==> config.mk <==
export PLATFORM = sky130hd
export DESIGN_NAME = p1v_rst_seq
export DESIGN_NICKNAME = d
export VERILOG_FILES = /design/src/rtl/p1v_rst_pkg.sv /design/src/rtl/p1v_sync.sv /design/src/rtl/p1v_rst_seq.sv
export SDC_FILE = /design/constraint.sdc
export NUM_CORES = 1
export LEC_CHECK = 0
export CORE_UTILIZATION = 40
export CTS_BUF_LIST = sky130_fd_sc_hd__clkbuf_8
export DETAILED_ROUTE_END_ITERATION = 12
export HOLD_SLACK_MARGIN = 0.06
export PLACE_DENSITY_LB_ADDON = 0.08
export SLEW_MARGIN = 20
export SYNTH_ARGS = -nofsm -noshare
export SYNTH_HDL_FRONTEND = slang
export SYNTH_SLANG_ARGS = --single-unit
==> constraint.sdc <==
create_clock -name clk_cog -period 2.4 [get_ports clk_cog]
set_input_delay 0.24 -clock clk_cog [delete_from_list [all_inputs] [get_ports clk_cog]]
set_output_delay 0.24 -clock clk_cog [all_outputs]
set_load 0.005 [all_outputs]
==> src/rtl/p1v_rst_pkg.sv <==
// Shared types for the staged reset sequencer: FSM states, reset-cause codes
// and the priority encoder that picks the cause on entry to ASSERT.
package p1v_rst_pkg;

   typedef enum logic [2:0] {
      ASSERT,
      WAIT_LOCK,
      STRETCH,
      RELEASE,
      RUN
   } state_t;

   localparam logic [2:0] CAUSE_POR  = 3'b000;
   localparam logic [2:0] CAUSE_EXT  = 3'b001;
   localparam logic [2:0] CAUSE_WDOG = 3'b010;
   localparam logic [2:0] CAUSE_SW   = 3'b011;
   localparam logic [2:0] CAUSE_LOCK = 3'b100;

   // External reset outranks watchdog, which outranks software; lock loss is last.
   function automatic logic [2:0] pick_cause(input logic ext_req,
                                             input logic wdog_req,
                                             input logic sw_req);
      if (ext_req) begin
         return CAUSE_EXT;
      end else if (wdog_req) begin
         return CAUSE_WDOG;
      end else if (sw_req) begin
         return CAUSE_SW;
      end
      return CAUSE_LOCK;
   endfunction

endpackage

==> src/rtl/p1v_sync.sv <==
// Multi-flop bit synchroniser for asynchronous inputs into the clk_cog domain.
// All stages clear to 0 under reset.
module p1v_sync #(
   parameter int STAGES = 2
) (
   input  logic clk_cog,
   input  logic res,
   input  logic d,
   output logic q
);

   logic [STAGES-1:0] chain;

   always_ff @(posedge clk_cog or posedge res) begin
      if (res) begin
         chain <= '0;
      end else begin
         chain <= {chain[STAGES-2:0], d};
      end
   end

   assign q = chain[STAGES-1];

endmodule

==> src/rtl/p1v_rst_seq.sv <==
// Reset sequencer: merges external, software, watchdog and lock-loss requests,
// stretches the reset after PLL lock and releases the domain resets in order.
module p1v_rst_seq #(
   parameter int NUM_DOMAINS    = 2,
   parameter int SYNC_STAGES    = 2,
   parameter int STRETCH_CYCLES = 1024,
   parameter int STAGE_GAP      = 16,
   parameter int WDOG_LIMIT     = 16777216,
   parameter int CNT_W          = 24
) (
   input  logic                   clk_cog,
   input  logic                   res,
   input  logic                   ext_resn,
   input  logic                   sw_res,
   input  logic                   pll_lock,
   input  logic                   wdog_en,
   input  logic                   wdog_kick,
   output logic [NUM_DOMAINS-1:0] nres_out,
   output logic                   busy,
   output logic [2:0]             reset_cause
);

   import p1v_rst_pkg::*;

   localparam int IDX_W = $clog2(NUM_DOMAINS + 1);
   localparam logic [CNT_W-1:0] STRETCH_LAST = CNT_W'(STRETCH_CYCLES - 1);
   localparam logic [CNT_W-1:0] GAP_LAST     = CNT_W'(STAGE_GAP - 1);
   localparam logic [CNT_W-1:0] WDOG_LAST    = CNT_W'(WDOG_LIMIT - 1);
   localparam logic [IDX_W-1:0] LAST_IDX     = IDX_W'(NUM_DOMAINS - 1);

   state_t                 state, state_n;
   logic [CNT_W-1:0]       cnt, cnt_n;
   logic [IDX_W-1:0]       idx, idx_n;
   logic                   lock_seen, lock_seen_n;
   logic [NUM_DOMAINS-1:0] nres_n;
   logic                   busy_n;
   logic [2:0]             cause_n;
   logic                   ext_resn_s, pll_lock_s;
   logic                   wdog_to, lock_loss, req;

   p1v_sync #(.STAGES(SYNC_STAGES)) u_sync_ext (
      .clk_cog (clk_cog),
      .res     (res),
      .d       (ext_resn),
      .q       (ext_resn_s)
   );

   p1v_sync #(.STAGES(SYNC_STAGES)) u_sync_pll (
      .clk_cog (clk_cog),
      .res     (res),
      .d       (pll_lock),
      .q       (pll_lock_s)
   );

   // A kick in the limit cycle suppresses the timeout, so the kick wins.
   assign wdog_to   = (state == RUN) && wdog_en && !wdog_kick && (cnt == WDOG_LAST);
   assign lock_loss = lock_seen && !pll_lock_s;
   assign req       = !ext_resn_s || sw_res || wdog_to || lock_loss;

   always_comb begin
      state_n     = state;
      cnt_n       = cnt;
      idx_n       = idx;
      lock_seen_n = lock_seen;
      nres_n      = nres_out;
      cause_n     = reset_cause;
      if (req) begin
         state_n     = ASSERT;
         cnt_n       = '0;
         idx_n       = '0;
         nres_n      = '0;
         lock_seen_n = 1'b0;
         if (state != ASSERT) begin
            cause_n = pick_cause(!ext_resn_s, wdog_to, sw_res);
         end
      end else begin
         case (state)
            ASSERT: begin
               state_n     = WAIT_LOCK;
               lock_seen_n = 1'b0;
            end
            WAIT_LOCK: begin
               if (pll_lock_s) begin
                  state_n     = STRETCH;
                  cnt_n       = '0;
                  lock_seen_n = 1'b1;
               end
            end
            STRETCH: begin
               if (cnt == STRETCH_LAST) begin
                  cnt_n     = '0;
                  nres_n[0] = 1'b1;
                  if (NUM_DOMAINS == 1) begin
                     state_n = RUN;
                  end else begin
                     state_n = RELEASE;
                     idx_n   = IDX_W'(1);
                  end
               end else begin
                  cnt_n = cnt + CNT_W'(1);
               end
            end
            RELEASE: begin
               if (cnt == GAP_LAST) begin
                  cnt_n = '0;
                  idx_n = idx + IDX_W'(1);
                  for (int k = 0; k < NUM_DOMAINS; k++) begin
                     if (idx == IDX_W'(k)) begin
                        nres_n[k] = 1'b1;
                     end
                  end
                  if (idx == LAST_IDX) begin
                     state_n = RUN;
                  end
               end else begin
                  cnt_n = cnt + CNT_W'(1);
               end
            end
            RUN: begin
               if (wdog_kick || !wdog_en) begin
                  cnt_n = '0;
               end else begin
                  cnt_n = cnt + CNT_W'(1);
               end
            end
            default: begin
               state_n = ASSERT;
            end
         endcase
      end
      busy_n = (state_n != RUN);
   end

   always_ff @(posedge clk_cog or posedge res) begin
      if (res) begin
         state       <= ASSERT;
         cnt         <= '0;
         idx         <= '0;
         lock_seen   <= 1'b0;
         nres_out    <= '0;
         busy        <= 1'b1;
         reset_cause <= CAUSE_POR;
      end else begin
         state       <= state_n;
         cnt         <= cnt_n;
         idx         <= idx_n;
         lock_seen   <= lock_seen_n;
         nres_out    <= nres_n;
         busy        <= busy_n;
         reset_cause <= cause_n;
      end
   end

endmodule

## Word level (Yosys, flattened, before mapping)

Index checks and enable logic that the tools add are counted.

| storage, ports and cells | value |
|---|---|
| register bits after elaboration | 40 |
| bits of input ports | 7 |
| logic and storage cells | 87 |
| output and inout port bits | 6 |

| cells by class | value |
|---|---|
| reductions and logical operators | 27 |
| eq/ne operators | 13 |
| $add $sub $neg | 2 |
| muxes and demuxes | 35 |

Operator list:

| operator | number |
|---|---|
| $mux W24 | 5 |
| $pmux W24 S4 | 1 |
| $mux W3 | 9 |
| $add A24 B1 Y24 const B | 1 |
| $eq A24 B10 Y1 const B | 1 |
| $eq A24 B24 Y1 const B | 1 |
| $eq A24 B4 Y1 const B | 1 |
| $pmux W3 S5 | 1 |
| $ne A3 B3 Y1 const B | 4 |
| $mux W1 | 11 |
| $mux W2 | 5 |
| $reduce_bool A3 Y1 | 3 |
| $eq A3 B2 Y1 const B | 2 |
| $reduce_and A2 Y1 | 3 |
| $reduce_and A3 Y1 | 2 |
| $reduce_bool A2 Y1 | 3 |
| $reduce_bool A5 Y1 | 1 |
| $logic_and A1 B1 Y1 | 4 |
| $logic_not A1 Y1 | 4 |
| $logic_or A1 B1 Y1 | 4 |
| $pmux W1 S2 | 2 |
| $pmux W2 S2 | 1 |
| $reduce_and A4 Y1 | 1 |
| $eq A3 B1 Y1 const B | 1 |
| 6 further kinds | 6 |

## Depth between registers and ports, before layout

Gate-level depths: netlist (run 1).

| logic depth | value |
|---|---|
| depth in word-level cells | 9 |
| depth in mapped cells | 10 |
| gate-level depth less buffers | 7 |

## Cells and area by module

A second synthesis (run 1) with hierarchy kept.

| unflattened totals | value |
|---|---|
| cell total of the unflattened synthesis | 258 |
| area total of the unflattened synthesis | 2293.4 um2 |

Modules (own cells, without submodules):

| module | area an instance (um2) | sequential area each (um2) | cells an instance | instances |
|---|---|---|---|---|
| p1v_rst_seq | 2185.8 | 902.1 | 252 | 1 |
| p1v_sync | 53.8 | 50.0 | 3 | 2 |

## Worst setup path before layout (run 1)

OpenSTA, ideal clock, no wires.

| timing | value |
|---|---|
| kind | flip-flop to flip-flop |
| start | reg cnt[0] |
| end | reg cnt[1] |
| clock period less this slack | 2027 ps |
| path slack | 373 ps |
| buffers on the path | 2 |
| stages on the path, launching flop included | 10 |
| library setup time | 121 ps |
| arrival | 1906 ps |
| required time | 2279 ps |
| cells stage by stage | dfrtp_1 > ha_1 > and3_1 > clkbuf_1 > nand3_2 > nor4_4 > nor3b_2 > buf_6 > and2_1 > a22o_1 |

| on the way | value |
|---|---|
| word-level cells in the longest chain between the ends | 6 |
| elaborated cells between the ends (all ways) | 15 |
| classes of those cells | add/sub (1); eq/ne (4); mux (5); reduce/logical (5) |

RTL lines:

| element | RTL line | source |
|---|---|---|
| from (decl) | p1v_rst_seq.sv:32 | `logic [CNT_W-1:0] cnt, cnt_n;` |
| from (signal assigned) | p1v_rst_seq.sv:145 | `cnt <= cnt_n;` |
| branches (longest 6 deep; another with $add A24 B1 Y24) | -- |  |

Several ways; the timed one is not identified.
A chain may end at the register's enable or synchronous reset.

## Worst setup path after layout (run 1)

| timing | value |
|---|---|
| start | reg state[2] |
| end | reg cnt[1] |

| on the way | value |
|---|---|
| word-level cells in the longest chain between the ends | 8 |
| elaborated cells between the ends (all ways) | 14 |
| classes of those cells | eq/ne (5); mux (2); reduce/logical (7) |

RTL lines:

| element | RTL line | source |
|---|---|---|
| from (decl) | p1v_rst_seq.sv:31 | `state_t state, state_n;` |
| from (signal assigned) | p1v_rst_seq.sv:144 | `state <= state_n;` |
| $eq A3 B3 Y1 | p1v_rst_seq.sv:56, p1v_rst_seq.sv:77 |  |
| $logic_and A1 B1 Y1 (3 in a row) | p1v_rst_seq.sv:56 | `assign wdog_to = (state == RUN) && wdog_en && !wdog_kick && (cnt == WDOG_LAST);` |
| $logic_or A1 B1 Y1 (2 in a row) | p1v_rst_seq.sv:58 | `assign req = !ext_resn_s \|\| sw_res \|\| wdog_to \|\| lock_loss;` |
| $ne A3 B2 Y1 (no line) / $reduce_bool A5 Y1 (equally long branches) | -- |  |
| $reduce_and A2 Y1 (no line) | -- |  |

Several ways; a longest one is shown, not always the timed one.

==> results of run 1 <==
[state kept, by name, summed over array words and instances (netlist names)]
signal / cells
u_sync_pll.chain: 2
cnt: 24
busy: 1
nres_out: 2
lock_seen: 1
reset_cause: 3
u_sync_ext.chain: 2
idx: 2
state: 3
[cell type report]
cell class | count | area (um2) | share of cell area
Timing Repair Buffer | 24 | 235.2 | 0.08843
Inverter | 9 | 33.78 | 0.01270
Clock buffer | 5 | 68.82 | 0.02587
Tap cell | 72 | 90.09 | 0.03387
Sequential cell | 40 | 1002 | 0.3768
Multi-Input combinational cell | 190 | 1191 | 0.4478
Clock inverter | 3 | 38.79 | 0.01458
[per-stage QoR]
stage | setup WS [ns] | hold WS [ns] | cell area [um2]
after global placement | 0.2566 | 0.3320 | 2552
after floorplan | 0.3726 | 0.2714 | 2302
after detailed placement | 0.2479 | 0.3403 | 2552
final | 0.2235 | 0.3556 | 2660
after global routing | 0.08006 | 0.3614 | 2660
after CTS | 0.2193 | 0.3598 | 2660
[per-layer routing]
layer | vias up | track usage | part of all wire
met4 | 0 | 0.07358 | 0.013
met5 | - | 0 | 0
li1 | 974 | - | -
met1 | 898 | 0.2780 | 0.51
met2 | 52 | 0.2956 | 0.43
met3 | 5 | 0.04000 | 0.049
[cells in the mapped netlist (all sizes together), types with 2 or more instances]
cell type   n
a22o        2
xor2        2
nand4      17
nor4        6
dfrtp      39
nand4b      2
o31ai       3
mux2i       3
and3        9
and2        6
nor3b       3
nor2       20
nand2      25
a32oi       2
nor3       10
o311ai      4
clkbuf      7
buf         8
nand3b      3
ha          3
o21ai      14
inv         9
o211ai      3
a31oi       8
xnor2       3
a21oi       6
nand3      14
nand2b      5
o22a        2
and4        3
[placed cells by master (no fill, tap or decap), types with 3 or more instances in the layout]
cell type / instances
dfrtp_1: 39
inv_1: 10
a31oi_1: 8
o311ai_0: 4
nor3_1: 9
and2_1: 6
clkbuf_8: 5
o21ai_0: 14
a21oi_1: 5
o211ai_1: 3
nor2_1: 20
nand4_1: 16
o31ai_1: 3
nand2b_1: 5
nand2_1: 25
mux2i_1: 3
ha_1: 3
and3_1: 8
nor4_1: 5
buf_4: 10
xnor2_1: 3
clkdlybuf4s50_1: 12
nand3_1: 13
nand3b_1: 3
[how the worst min path moves through the flow]
| stage | depth (start not counted) | slack (ns) | from | to |
|---|---|---|---|---|
| 6_report | 3 | 0.36 | res | u_sync_ext.chain[0] |
| 3_3_place_gp | 0 | 0.33 | u_sync_pll.chain[0] | u_sync_pll.chain[1] |
| 5_1_grt | 0 | 0.36 | u_sync_ext.chain[0] | u_sync_ext.chain[1] |
| 4_1_cts | 0 | 0.36 | u_sync_ext.chain[0] | u_sync_ext.chain[1] |
| 3_5_place_dp | 0 | 0.34 | u_sync_ext.chain[0] | u_sync_ext.chain[1] |
| 2_1_floorplan | 0 | 0.27 | ext_resn | u_sync_ext.chain[0] |
[cell families after synthesis]
logic type / Yosys count
xor gates and xnor gates: 5
DFF: 40
AOI/OAI and AO/OA: 53
adders and majority gates: 3
muxes: 3
buffers and inverters: 24
and+or+nand+nor: 126
[worst max-delay path, delay by kind of cell, from the launching register on]
kind,cells,cell delay (ns)
AOI/OAI and AO/OA,1,0.22
buffers and inverters,1,0.21
DFF,1,0.49
and+or+nand+nor,5,1.12
[power by group through the flow]
stage               logic [W]  registers (W)  clock network (W)
floorplan           0.0000612       0.000709                  0
global placement     0.000116       0.000708                  0
detailed placement   0.000115       0.000709                  0
CTS                  0.000116       0.000695           0.000571
global route         0.000128       0.000697           0.000589
finish               0.000114       0.000695           0.000545
==> impl_metrics.py, run 1 <==
metrics = {
    "outcome": {
        "status": "complete, no violations",
    },
    "clock_network": {
        "cts.clk_slew.worst_paths_ns": 0.09,
        "cts_hold_buf": 0,
        "cts_max_path_buffers": 2,
        "post-cts-setup-buffers": 0,
        "cts_resized": 0,
        "insertion_delay_ns": 0.30,
        "numCtsBuffers": 5,
        "cts.sinks": 40,
        "cts_tree": "done",
        "root_buffer": "clkbuf_8",
        "cts_htree_levels": 2,
    },
    "drt": {
        "wl_um": 5247,
        "drt_pass1_iterations": 4,
        "antenna_left": 0,
        "vias_per_cell": 5.624,
        "vias": 1929,
        "drtIter0Drc": 157,
        "wire_per_inst_um": 15.30,
        "remaining_drc_errors": 0,
    },
    "power": {
        "p_switching_w": 0.0003088,
        "sequentialPowerShare": 0.513,
        "clkPwrFrac": 0.403,
        "power_density_nw_per_um2": 508.9,
        "leakage_nw": 1.077,
        "p_comb_frac": 0.084,
        "ir_worst_vdd_uv": 341.8,
        "switching_share": 0.2281,
        "p_total_w": 0.001354,
        "p_int_w": 0.001045,
    },
    "cells_and_area": {
        "final_cells": 343,
        "nets": 280,
        "n_antenna_cell": 0,
        "drive_gt1_frac": 0.1070,
        "fin_util": 0.4801,
        "n_fill_cell": 536,
        "area_delta_synth_final_pct": 15.54,
    },
    "synthesis": {
        "synth_top_family_by_area": "simple AND/OR/NAND/NOR gates",
        "synth-simple-area-share": 0.3114,
        "synth_mux_area_frac": 0.01304,
        "ys.flop_type": "dfrtp_1",
        "synth_top_area_cell": "dfrtp_1",
        "netlist_instances": 254,
        "ys_top_cells_by_area": "dfrtp_1, nand4_1, nand2_1",
        "ys_types": 52,
        "synth_fa_ha_area_frac": 0.01630,
        "netlist_area_um2": 2302,
        "synth-compound-area-share": 0.1554,
        "synthArstFlopShare": 1.000,
        "yosysSeqAreaShare": 0.4353,
        "synth.net_count": 264,
        "yosys.area_share.xor_xnor": 0.01902,
        "yosys_warnings": 0,
        "synth_top_area_share": 0.4239,
        "avgSynthCellArea_um2": 9.064,
        "synth-seq-cells": 40,
        "synth_edf_count": 0,
    },
    "worst_setup_path": {
        "cp_cell_sequence": "nor3b_2 -> nand3b_1 -> nor4_4 -> nor3b_2 -> buf_4 -> and2_1 -> a22o_1",
        "critPathLaunch": "state[2]",
        "r2r-start": "state[2]",
        "slowest_stage": "dfrtp_1",
        "worst-r2r-cell-count": 7,
        "ff2ff_setup_slack_ns": 0.22,
        "cp-endpoint": "cnt[1]",
        "worst_path_most_repeated_cell": "nor3b_2",
        "worst_ep_required_time_ns": 2.58,
        "r2r_end": "cnt[1]",
        "cp-end-kind": "flip-flop",
        "cp.arrival_ns": 2.36,
        "crit_path_max_fanout": 19,
        "start_kind": "flip-flop",
        "crit_type": "reg -> reg",
        "cp_slowest_stage_delay_ns": 0.49,
    },
    "global_route": {
        "grt_pass1_vias": 1849,
        "grt_max_degree": 41,
        "antenna_found_initial": 0,
        "track_usage": 0.1970,
        "grt_pass1_wl_um": 9239,
        "grt-ovfl-total": 0,
    },
    "sta": {
        "fmax_ghz": 0.4595,
        "final-hold-violation-count": 0,
        "rsz0062_at_grt": "no",
        "fin_worst_skew_ns": 0.01375,
        "period_share": 0.9069,
        "finalSetupTns_ns": 0,
        "fin_crit_ns": 2.176,
        "maxSlewHeadroom": 0.6380,
        "tightest_slew_ns": 0.5388,
        "slew_violations": 0,
        "setup_viol": 0,
    },
    "floorplanning": {
        "dieHeight_um": 77.87,
        "dieArea_um2": 6063,
        "initial_core_util": 0.4155,
        "rows": 27,
        "fp.dieW_um": 77.87,
        "io_pins": 13,
        "core_um2": 5540,
    },
    "placement": {
        "place_congestion": 0.7893,
        "place.port_buffers": 12,
        "dp_hpwl_um": 3558,
        "place_inst": 335,
    },
    "min_path": {
        "min_path_type": "in -> async",
    },
    "job": {
        "maxCapViolations": 0,
    },
}
(Power assumes the default switching activity.)
==> run 2: changes to the inputs <==
Settings changed: CAP_MARGIN set to 20.
==> results of run 2 <==
Final layout, timing and power as in run 1 (identical DEF).
